**config.mk**
```make
export PLATFORM = sky130hd
export DESIGN_NAME = bf_hazard_ctrl
export DESIGN_NICKNAME = d
export VERILOG_FILES = /design/src/rtl/bf_hazard_ctrl.sv
export SDC_FILE = /design/constraint.sdc
export NUM_CORES = 1
export LEC_CHECK = 0
export CAP_MARGIN = 10
export CORE_MARGIN = 10
export CORE_UTILIZATION = 45
export DETAILED_ROUTE_END_ITERATION = 7
export DONT_BUFFER_PORTS = 1
export GPL_ROUTABILITY_DRIVEN = 1
export GPL_TIMING_DRIVEN = 0
export PLACE_DENSITY = 0.64
export SLEW_MARGIN = 20
export SYNTH_ARGS = -nofsm -noshare
export SYNTH_HDL_FRONTEND = slang
export SYNTH_SLANG_ARGS = --single-unit
```
**constraint.sdc**
```tcl
create_clock -name clk_HC -period 2 [get_ports clk_HC]
set_clock_uncertainty 0.2 [all_clocks]
set_input_delay 0.2 -clock clk_HC [delete_from_list [all_inputs] [get_ports clk_HC]]
set_output_delay 0.2 -clock clk_HC [all_outputs]
set_load 0.01 [all_outputs]
```
**src/rtl/bf_hazard_ctrl.sv**
```systemverilog
// rtl/bf_hazard_ctrl.sv - stall/bubble/flush sequencing and operand forwarding for the BF0/BF1/MEM pipeline
module bf_hazard_ctrl #(
    parameter int MUL_LAT = 4,
    parameter int RW      = 5
) (
    input  logic          clk_HC,
    input  logic          rst_HC,
    input  logic          idValid,
    input  logic [RW-1:0] idRs,
    input  logic [RW-1:0] idRt,
    input  logic          idUsesRs,
    input  logic          idUsesRt,
    input  logic [RW-1:0] idRd,
    input  logic          idRegWrite,
    input  logic          idMemRead,
    input  logic          idMulti,
    input  logic          brTaken,
    output logic          enPC,
    output logic          enBF0,
    output logic          enBF1,
    output logic          flushBF0,
    output logic          bubbleBF1,
    output logic [1:0]    fwdA,
    output logic [1:0]    fwdB,
    output logic          busy
);

    typedef enum logic {
        S_RUN   = 1'b0,
        S_MULTI = 1'b1
    } state_t;

    localparam logic [3:0] CNT_INIT = 4'(MUL_LAT - 1);

    localparam logic [1:0] FWD_REG = 2'b00;
    localparam logic [1:0] FWD_EX  = 2'b01;
    localparam logic [1:0] FWD_MEM = 2'b10;

    state_t        state_q;
    logic [3:0]    cnt_q;

    // Instruction currently in EX (loaded from BF1)
    logic          ex_valid_q;
    logic [RW-1:0] ex_rd_q;
    logic          ex_regwrite_q;
    logic          ex_memread_q;

    // Instruction currently in MEM
    logic          mem_valid_q;
    logic [RW-1:0] mem_rd_q;
    logic          mem_regwrite_q;

    logic [1:0]    fwd_a_q, fwd_a_d;
    logic [1:0]    fwd_b_q, fwd_b_d;

    logic          ex_match_rs, ex_match_rt;
    logic          mem_match_rs, mem_match_rt;
    logic          load_use;
    logic          take_multi;

    // A producer matches only if it really writes a non-zero register
    function automatic logic reg_match(
        input logic [RW-1:0] r,
        input logic          valid,
        input logic          regwrite,
        input logic [RW-1:0] rd
    );
        return valid && regwrite && (rd != '0) && (rd == r);
    endfunction

    // Dependency detection against the pre-edge stage records
    always_comb begin
        ex_match_rs  = idUsesRs && reg_match(idRs, ex_valid_q, ex_regwrite_q, ex_rd_q);
        ex_match_rt  = idUsesRt && reg_match(idRt, ex_valid_q, ex_regwrite_q, ex_rd_q);
        mem_match_rs = idUsesRs && reg_match(idRs, mem_valid_q, mem_regwrite_q, mem_rd_q);
        mem_match_rt = idUsesRt && reg_match(idRt, mem_valid_q, mem_regwrite_q, mem_rd_q);
        load_use     = idValid && ex_memread_q && (ex_match_rs || ex_match_rt);
        take_multi   = (state_q == S_RUN) && !rst_HC && !brTaken && !load_use
                       && idValid && idMulti;
    end

    // Pipeline enables in priority order: reset, multi-cycle freeze, branch, load-use
    always_comb begin
        enPC      = 1'b1;
        enBF0     = 1'b1;
        enBF1     = 1'b1;
        flushBF0  = 1'b0;
        bubbleBF1 = 1'b0;
        busy      = 1'b0;
        if (rst_HC) begin
            enPC      = 1'b0;
            enBF0     = 1'b0;
            enBF1     = 1'b0;
            flushBF0  = 1'b1;
            bubbleBF1 = 1'b1;
        end else if (state_q == S_MULTI) begin
            enPC  = 1'b0;
            enBF0 = 1'b0;
            enBF1 = 1'b0;
            busy  = 1'b1;
        end else if (brTaken) begin
            flushBF0  = 1'b1;
            bubbleBF1 = 1'b1;
        end else if (load_use) begin
            enPC      = 1'b0;
            enBF0     = 1'b0;
            bubbleBF1 = 1'b1;
        end
    end

    // Forwarding selects for the instruction about to enter BF1; EX beats MEM, loads in EX never forward
    always_comb begin
        fwd_a_d = FWD_REG;
        fwd_b_d = FWD_REG;
        if (ex_match_rs && !ex_memread_q) begin
            fwd_a_d = FWD_EX;
        end else if (mem_match_rs) begin
            fwd_a_d = FWD_MEM;
        end
        if (ex_match_rt && !ex_memread_q) begin
            fwd_b_d = FWD_EX;
        end else if (mem_match_rt) begin
            fwd_b_d = FWD_MEM;
        end
    end

    // Run / multi-cycle sequencer with latency down-counter
    always_ff @(posedge clk_HC or posedge rst_HC) begin
        if (rst_HC) begin
            state_q <= S_RUN;
            cnt_q   <= 4'd0;
        end else begin
            case (state_q)
                S_RUN: begin
                    if (take_multi) begin
                        state_q <= S_MULTI;
                        cnt_q   <= CNT_INIT;
                    end
                end
                S_MULTI: begin
                    cnt_q <= cnt_q - 4'd1;
                    if (cnt_q == 4'd1) begin
                        state_q <= S_RUN;
                    end
                end
                default: begin
                    state_q <= S_RUN;
                    cnt_q   <= 4'd0;
                end
            endcase
        end
    end

    // Stage records: advance with BF1, or hold EX and let a bubble drain into MEM
    always_ff @(posedge clk_HC or posedge rst_HC) begin
        if (rst_HC) begin
            ex_valid_q     <= 1'b0;
            ex_rd_q        <= '0;
            ex_regwrite_q  <= 1'b0;
            ex_memread_q   <= 1'b0;
            mem_valid_q    <= 1'b0;
            mem_rd_q       <= '0;
            mem_regwrite_q <= 1'b0;
        end else if (enBF1) begin
            mem_valid_q    <= ex_valid_q;
            mem_rd_q       <= ex_rd_q;
            mem_regwrite_q <= ex_regwrite_q;
            if (bubbleBF1) begin
                ex_valid_q    <= 1'b0;
                ex_rd_q       <= '0;
                ex_regwrite_q <= 1'b0;
                ex_memread_q  <= 1'b0;
            end else begin
                ex_valid_q    <= idValid;
                ex_rd_q       <= idRd;
                ex_regwrite_q <= idRegWrite;
                ex_memread_q  <= idMemRead;
            end
        end else begin
            mem_valid_q    <= 1'b0;
            mem_rd_q       <= '0;
            mem_regwrite_q <= 1'b0;
        end
    end

    // Forwarding selects travel with BF1: load on a real instruction, clear on a bubble, else hold
    always_ff @(posedge clk_HC or posedge rst_HC) begin
        if (rst_HC) begin
            fwd_a_q <= FWD_REG;
            fwd_b_q <= FWD_REG;
        end else if (enBF1) begin
            if (bubbleBF1) begin
                fwd_a_q <= FWD_REG;
                fwd_b_q <= FWD_REG;
            end else begin
                fwd_a_q <= fwd_a_d;
                fwd_b_q <= fwd_b_d;
            end
        end
    end

    assign fwdA = fwd_a_q;
    assign fwdB = fwd_b_q;

endmodule
```
==> results by group, run 1 <==
Status
  • Status: finished, violations left
  • Failing checks: setup timing

Min path
  • Hold endpoint: fwdB[0]
  • Hold Path Origin: idUsesRt
  • Hold Path Class: primary input to register
  • WHS Path Cells: 3

Timing
  • Slew HR: 64.41%
  • Tmin final: 2.449 ns
  • Final Hold Viols: 0
  • Actual slew at the worst max-slew pin: 0.5338 ns
  • Max Clk Rate: 0.4084 GHz
  • Final period util: 122.4%
  • Setup Viol. Count Final: 15
  • Setup repair after global routing missed its margin: yes
  • Max-slew violation count: 0
  • Setup TNS: -1.720 ns
  • Final worst setup slack: -0.4487 ns

Synthesis
  • Post-Synthesis Cells: 137
  • Synth Cell Area: 1318 um^2
  • Register area share after synthesis: 45.58%
  • Top cell type's share of synthesized area: 45.58%
  • Yosys Warn Count: 0
  • Flops & latches, synth: 24
  • FFs w/ async S/R, synth: 100.0%
  • Leading area contributor after synthesis: dfrtp_1
  • Post-synth top cells: dfrtp_1, nand2_1, xor2_1
  • Netlist cell types: 38
  • Syn Nets: 163
  • Top_reg_cell synth: dfrtp_1
  • Mapped Avg Cell Area: 9.617 um^2
  • Post-synth EDFFs: 0
  • Area contributors post-synth: dfrtp_1, xor2_1, nand2_1

Worst setup path
  • Launching point of the worst reg2reg path: ex_rd_q[3]
  • Worst Path Arrival: 2.05 ns
  • CP Class: register to output port
  • Worst Setup Start Kind: register
  • Crit-path cells: xor2_2 -> nor4_4 -> a32oi_2 -> or2_4 -> o21a_4 -> buf_6
  • CP max FO: 3
  • CP max-delay cell: dfrtp_2
  • Max incr delay on CP: 0.46 ns
  • R2r setup slk: -0.20 ns
  • Worst Setup End Kind: output port
  • R2r worst-path depth: 7
  • Req. time, crit path: 1.60 ns
  • CP Launch Point: ex_rd_q[3]
  • R2r endpoint: fwdB[1]

Floorplanning
  • Initial core utilization: 47.37%
  • I/O Pins: 34
  • Die X: 74.11 um
  • Core Area: 2781 um^2
  • Die height: 74.11 um
  • Full die area: 5492 um^2
  • Rows: 19

Power and ir drop
  • PwrDens: 959.5 nW/um^2
  • Pleak: 0.0007661 uW
  • Total power: 1674 uW
  • Max VDD drop: 0.5827 mV

Drt
  • Total Wirelength: 3334 um
  • Vias per cell: 5.590
  • Number of remaining DRC errors: 0
  • Wirelength per Cell: 17.10 um
  • Drt pass-1 iters: 4
  • Routed via count: 1090
  • Initial DRC Count: 51
  • Final ANT Viol Nets: 0

Global routing
  • Vias in the first global route: 1192
  • Largest net degree at the start of global routing: 25
  • GRT Total Usage: 12.27%
  • Total global routing overflow: 0
  • Global-route wire length before repair: 5416 um
  • Antenna violations before repair: 0

Cells and area
  • Layout Utilization: 62.71%
  • Fin nets: 191
  • Area Growth Syn to Fin: 32.38%
  • Diodes inserted: 0
  • Layout cell share with drive strength beyond 1: 28.66%

CTS
  • Clk buf depth: 2
  • Htree depth: 1
  • Root buf cell: clkbuf_4
  • Clk_lat worst skew: 0.31 ns
  • Clock transition at path regs: 0.13 ns
  • Total CTS buffers: 3
  • CTS tree: done
  • Clock sinks: 24

Placed design
  • Pre-CTS setup slack: -0.4455 ns
  • IO buf count: 0
  • HPWL after DPL: 2412 um
  • Placer Congestion: 0.8056

Flow run
  • Max_cap viols: 0
==> kinds of logic (layout without fill, tap and decap cells) <==
kind of cell             Yosys count  after routing  share of synthesized area, %
AND/OR/NAND/NOR                   50             50                         19.47
AO/OA/AOI/OAI                     27             27                         13.77
flip-flops                        24             24                         45.58
XOR/XNOR                          23             23                         15.29
buffers and inverters             11             38                         3.989
adder cells (fa/ha/maj)            2              2                         1.899
==> routing by layer <==
layer / track usage (%) / routed length [um]
met4: 2.484 / 14
met5: 0 / 0
met1: 14.27 / 1355
met2: 21.88 / 1717
met3: 3.457 / 247
==> report_power, final <==
group	internal [uW]	leakage [uW]	switching, uW
sequential	611	0.000310	145
clock	111	0.0000210	141
combinational	321	0.000435	344
==> state kept, by name, indices dropped and copies added, names as in the netlist <==
register	flops
ex_rd_q	5
mem_rd_q	5
cnt_q	4
fwdA	2
fwdB	2
ex_memread_q	1
ex_regwrite_q	1
ex_valid_q	1
mem_regwrite_q	1
mem_valid_q	1
state_q	1
==> timing repair <==
item,in CTS,in global routing
pin swaps,14,7
gates resized for setup,22,18
endpoints found under the hold margin,40,24
endpoints found under the setup margin,16,20
hold buffers,13,1
buffers inserted,8,1
cloned,1,0
==> metrics by stage <==
step	instance area (um^2)	cells	hold WS, ns
after floorplan	1328	137	-0.1067
after global placement	1366	168	-0.05656
after detailed placement	1366	168	-0.05149
after CTS	1657	193	0.01563
after global routing	1744	195	0.01703
final	1744	195	0.006001
==> critical path: cells and delay by family (launching register included) <==
family,cells,cell delay [ns]
simple gates,2,0.61
compound gates,2,0.39
buf+inv,1,0.12
flops,1,0.46
xor+xnor,1,0.17
==> placed cells by master (no fill, tap or decap), drive strengths merged <==
master / synthesis / final
dfrtp: 24 / 24
and4: 1 / 1
a21oi: 1 / 1
o31ai: 1 / 1
dlygate4sd3: 0 / 13
and3: 1 / 1
o21ai: 13 / 13
o22ai: 1 / 1
and2: 8 / 8
nand2: 24 / 24
or2: 1 / 1
a211oi: 1 / 1
nor4: 5 / 5
o21a: 2 / 2
clkinvlp: 0 / 1
or4: 1 / 1
clkinv: 1 / 1
nor3b: 1 / 1
clkbuf: 2 / 6
a32o: 2 / 2
ha: 2 / 2
buf: 2 / 12
nor2: 3 / 3
inv: 6 / 5
nand3: 3 / 3
xnor2: 6 / 6
o31a: 1 / 1
a31oi: 1 / 1
o41ai: 1 / 1
a32oi: 1 / 1
o2111ai: 1 / 1
a211o: 1 / 1
nor3: 1 / 1
nand4: 1 / 1
xor2: 17 / 17
==> worst max path at each step <==
stage	to	depth (start not counted)
4_1_cts	enPC	6
3_3_place_gp	enPC	6
5_1_grt	bubbleBF1	6
6_report	enPC	6
2_1_floorplan	enPC	6
3_5_place_dp	enPC	6
==> cell type report <==
cell class / count / area (um^2)
Tap cell: 31 / 38.79
Fill cell: 239 / 1037
Multi-Input combinational cell: 102 / 780.7
Clock buffer: 4 / 36.28
Inverter: 7 / 31.28
Sequential cell: 24 / 605.6
Buffer: 4 / 33.78
Timing Repair Buffer: 23 / 217.7
Power figures use the tool's default switching activity.
==> inputs of run 2 (changes only) <==
--- a/config.mk
+++ b/config.mk
@@ -12,8 +12,9 @@
 export DONT_BUFFER_PORTS = 1
 export GPL_ROUTABILITY_DRIVEN = 1
 export GPL_TIMING_DRIVEN = 0
-export PLACE_DENSITY = 0.64
+export PLACE_DENSITY = 0.62
 export SLEW_MARGIN = 20
 export SYNTH_ARGS = -nofsm -noshare
 export SYNTH_HDL_FRONTEND = slang
 export SYNTH_SLANG_ARGS = --single-unit
+export TNS_END_PERCENT = 100
==> constraint.sdc (replaced) <==
create_clock -name clk_HC -period 2.6 [get_ports clk_HC]
set_clock_uncertainty 0.2 [all_clocks]
set_input_delay 0.26 -clock clk_HC [delete_from_list [all_inputs] [get_ports clk_HC]]
set_output_delay 0.26 -clock clk_HC [all_outputs]
set_load 0.01 [all_outputs]
==> results by group, run 2 (synthesis gave the netlist of run 1 again) <==
Floorplanning
  • Die height: 74.11 um (unchanged)
  • Initial core utilization: 47.37% (unchanged)
  • I/O Pins: 34 (unchanged)
  • Full die area: 5492 um^2 (unchanged)
  • Die X: 74.11 um (unchanged)
  • Rows: 19 (unchanged)
  • Core Area: 2781 um^2 (unchanged)

Cells and area
  • Fin nets: 187 (-2.1%)
  • Top Registers: ex_rd_q (5), mem_rd_q (5), cnt_q (4)
  • Most frequent cells in the layout: nand2_1, dfrtp_1, xor2_1
  • Commonest non-fill, non-tap cell in the layout: nand2_1
  • Area Growth Syn to Fin: 25.64%
  • Layout Utilization: 59.51% (-3.2 points)
  • Layout cell share with drive strength beyond 1: 18.75% (-9.9 points)
  • Diodes inserted: 0 (unchanged)

CTS
  • Clock sinks: 24 (unchanged)
  • Clock transition at path regs: 0.13 ns (about the same)
  • Clk_lat worst skew: 0.31 ns (about the same)
  • Root buf cell: clkbuf_4
  • Clk buf depth: 2 (unchanged)
  • CTS tree: done
  • Htree depth: 1 (unchanged)
  • Total CTS buffers: 3 (unchanged)

Timing
  • Setup repair after global routing missed its margin: yes
  • Tmin final: 2.584 ns
  • Actual slew at the worst max-slew pin: 0.5900 ns (+0.05615 ns)
  • Final Hold Viols: 0 (unchanged)
  • Slew HR: 60.45% (-4.0 points)
  • Setup Viol. Count Final: 0 (-15)
  • Final period util: 99.39%
  • Max-slew violation count: 0 (unchanged)
  • Final worst setup slack: 0.01575 ns (+0.4644 ns)
  • Max Clk Rate: 0.3870 GHz

Global routing
  • Antenna violations before repair: 0 (unchanged)
  • Total global routing overflow: 0 (unchanged)
  • Global-route wire length before repair: 5630 um (+4.0%)
  • GRT Total Usage: 13.08% (+0.81 points)
  • Vias in the first global route: 1142 (-4.2%)
  • Largest net degree at the start of global routing: 14 (-44%)

Drt
  • Final ANT Viol Nets: 0 (unchanged)
  • Routed via count: 1038 (-4.8%)
  • Wirelength per Cell: 17.99 um (+5.2%)
  • Drt pass-1 iters: 4 (unchanged)
  • Total Wirelength: 3436 um (+3.1%)
  • Vias per cell: 5.435 (-2.8%)
  • Number of remaining DRC errors: 0 (unchanged)
  • Initial DRC Count: 31 (-39%)

Power and ir drop
  • Clk network pwr share: 15.4% (+0.3 points)
  • Max VDD drop: 0.5419 mV (-7.0%)
  • P_sw: 479.2 uW (-24%)
  • P_int: 778.1 uW (-25%)
  • Net Sw Frac: 38.11% (+0.46 points)
  • PwrDens: 759.5 nW/um^2 (-21%)
  • Comb power frac: 38.3% (-1.4 points)
  • Pleak: 0.0007161 uW (-6.5%)
  • Part of the power in registers: 46.3% (+1.1 points)

Worst setup path
  • Worst Setup Start Kind: register
  • Worst Setup End Kind: output port
  • CP max FO: 5 (+2)
  • Worst Path Arrival: 2.12 ns (+0.07 ns)
  • CP Class: register to output port
  • Req. time, crit path: 2.14 ns (+0.54 ns)

Placed design
  • HPWL after DPL: 2545 um (+5.5%)
  • Pre-CTS setup slack: -0.2975 ns (+0.1480 ns)
  • Placer Congestion: 0.7714 (-4.2%)
  • IO buf count: 0 (unchanged)

Flow run
  • Max_cap viols: 0 (unchanged)

Min path
  • Hold Path Class: primary input to register

Status
  • Status: completed
==> run 2: cell count changes in the layout (fill, tap and decap cells not counted), moves of 2 or more <==
cell,delta
buf_6,-3
o21ai_2,-8
o21ai_1,+4
xor2_1,-2
o21ai_0,+5
==> run 2: metrics by stage <==
| stage | setup TNS, ns | power, uW | cells | cell area [um^2] | hold slack [ns] |
|---|---|---|---|---|---|
| 5_1_grt | -0.1121 | 1350 | 191 | 1655 | 0.04696 |
| 6_report | 0 | 1257 | 191 | 1655 | 0.05892 |
| 2_1_floorplan | 0 | 861.6 | 137 | 1318 | 0.09782 |
| 4_1_cts | 0 | 1218 | 189 | 1588 | 0.04940 |
| 3_3_place_gp | -0.3786 | 940.8 | 168 | 1356 | 0.1566 |
| 3_5_place_dp | -0.4389 | 965.3 | 168 | 1356 | 0.1682 |
==> run 2: cell type report <==
cell class,instances,area [um^2]
Buffer,4,31.28
Clock buffer,4,36.28
Fill cell,232,1126
Inverter,7,30.03
Multi-Input combinational cell,102,737.0
Sequential cell,24,605.6
Tap cell,31,38.79
Timing Repair Buffer,18,171.4
Timing Repair inverter,1,5.005
==> run 2: power groups by stage <==
stage | Sequential [uW] | Combinational, uW | Clock [uW]
3_3_place_gp | 586 | 355 | 0
2_1_floorplan | 555 | 306 | 0
5_1_grt | 594 | 543 | 213
4_1_cts | 580 | 441 | 197
6_report | 582 | 481 | 194
3_5_place_dp | 594 | 371 | 0
==> run 2: path summary, 6_finish.rpt <==
| kind | slack [ns] | end | cells past startpoint | from |
|---|---|---|---|---|
| setup / recovery | 0.02 | enPC | 6 | ex_rd_q[3] |
| min in group asynchronous | 0.22 | state_q | 2 | rst_HC |
| hold reg to reg | 0.32 | mem_valid_q | 1 | ex_valid_q |
| setup reg to reg | 0.41 | cnt_q[1] | 7 | ex_rd_q[3] |
| max in group asynchronous | 1.58 | ex_rd_q[4] | 2 | rst_HC |
| hold / removal | 0.06 | fwdB[1] | 2 | brTaken |
==> run 2: worst max-delay path, stage by stage (launching register included) <==
cell and delay [ns]:
dfrtp_2 0.48, xor2_2 0.17, nor4_4 0.34, a32oi_2 0.17
or2_4 0.29, o21a_4 0.24, buf_6 0.13
==> run 2: routing by layer <==
metal	up-vias	part of all wire (%)	track usage, %
met1	494	41	14.96
met3	2	7.0	4.122
li1	516	-	-
met2	26	51	22.82
met5	-	0	0
met4	0	0.49	3.727
==> run 2: repair_timing <==
action	CTS	global route
setup endpoints to repair	3	2
endpoints found under the hold margin	36	0
cloned	1	0
gates resized for setup	8	10
pin swaps	3	7
setup buffers	3	2
hold buffers	13	0
==> inputs of run 3 (changes only) <==
--- a/config.mk
+++ b/config.mk
@@ -5,9 +5,11 @@
 export SDC_FILE = /design/constraint.sdc
 export NUM_CORES = 1
 export LEC_CHECK = 0
+export ABC_CLOCK_PERIOD_IN_PS = 2600
 export CAP_MARGIN = 10
 export CORE_MARGIN = 10
 export CORE_UTILIZATION = 45
+export CTS_CLUSTER_DIAMETER = 30
 export DETAILED_ROUTE_END_ITERATION = 7
 export DONT_BUFFER_PORTS = 1
 export GPL_ROUTABILITY_DRIVEN = 1
==> results of run 3 <==
The final DEF is identical to that of run 2; final timing and power are the same.
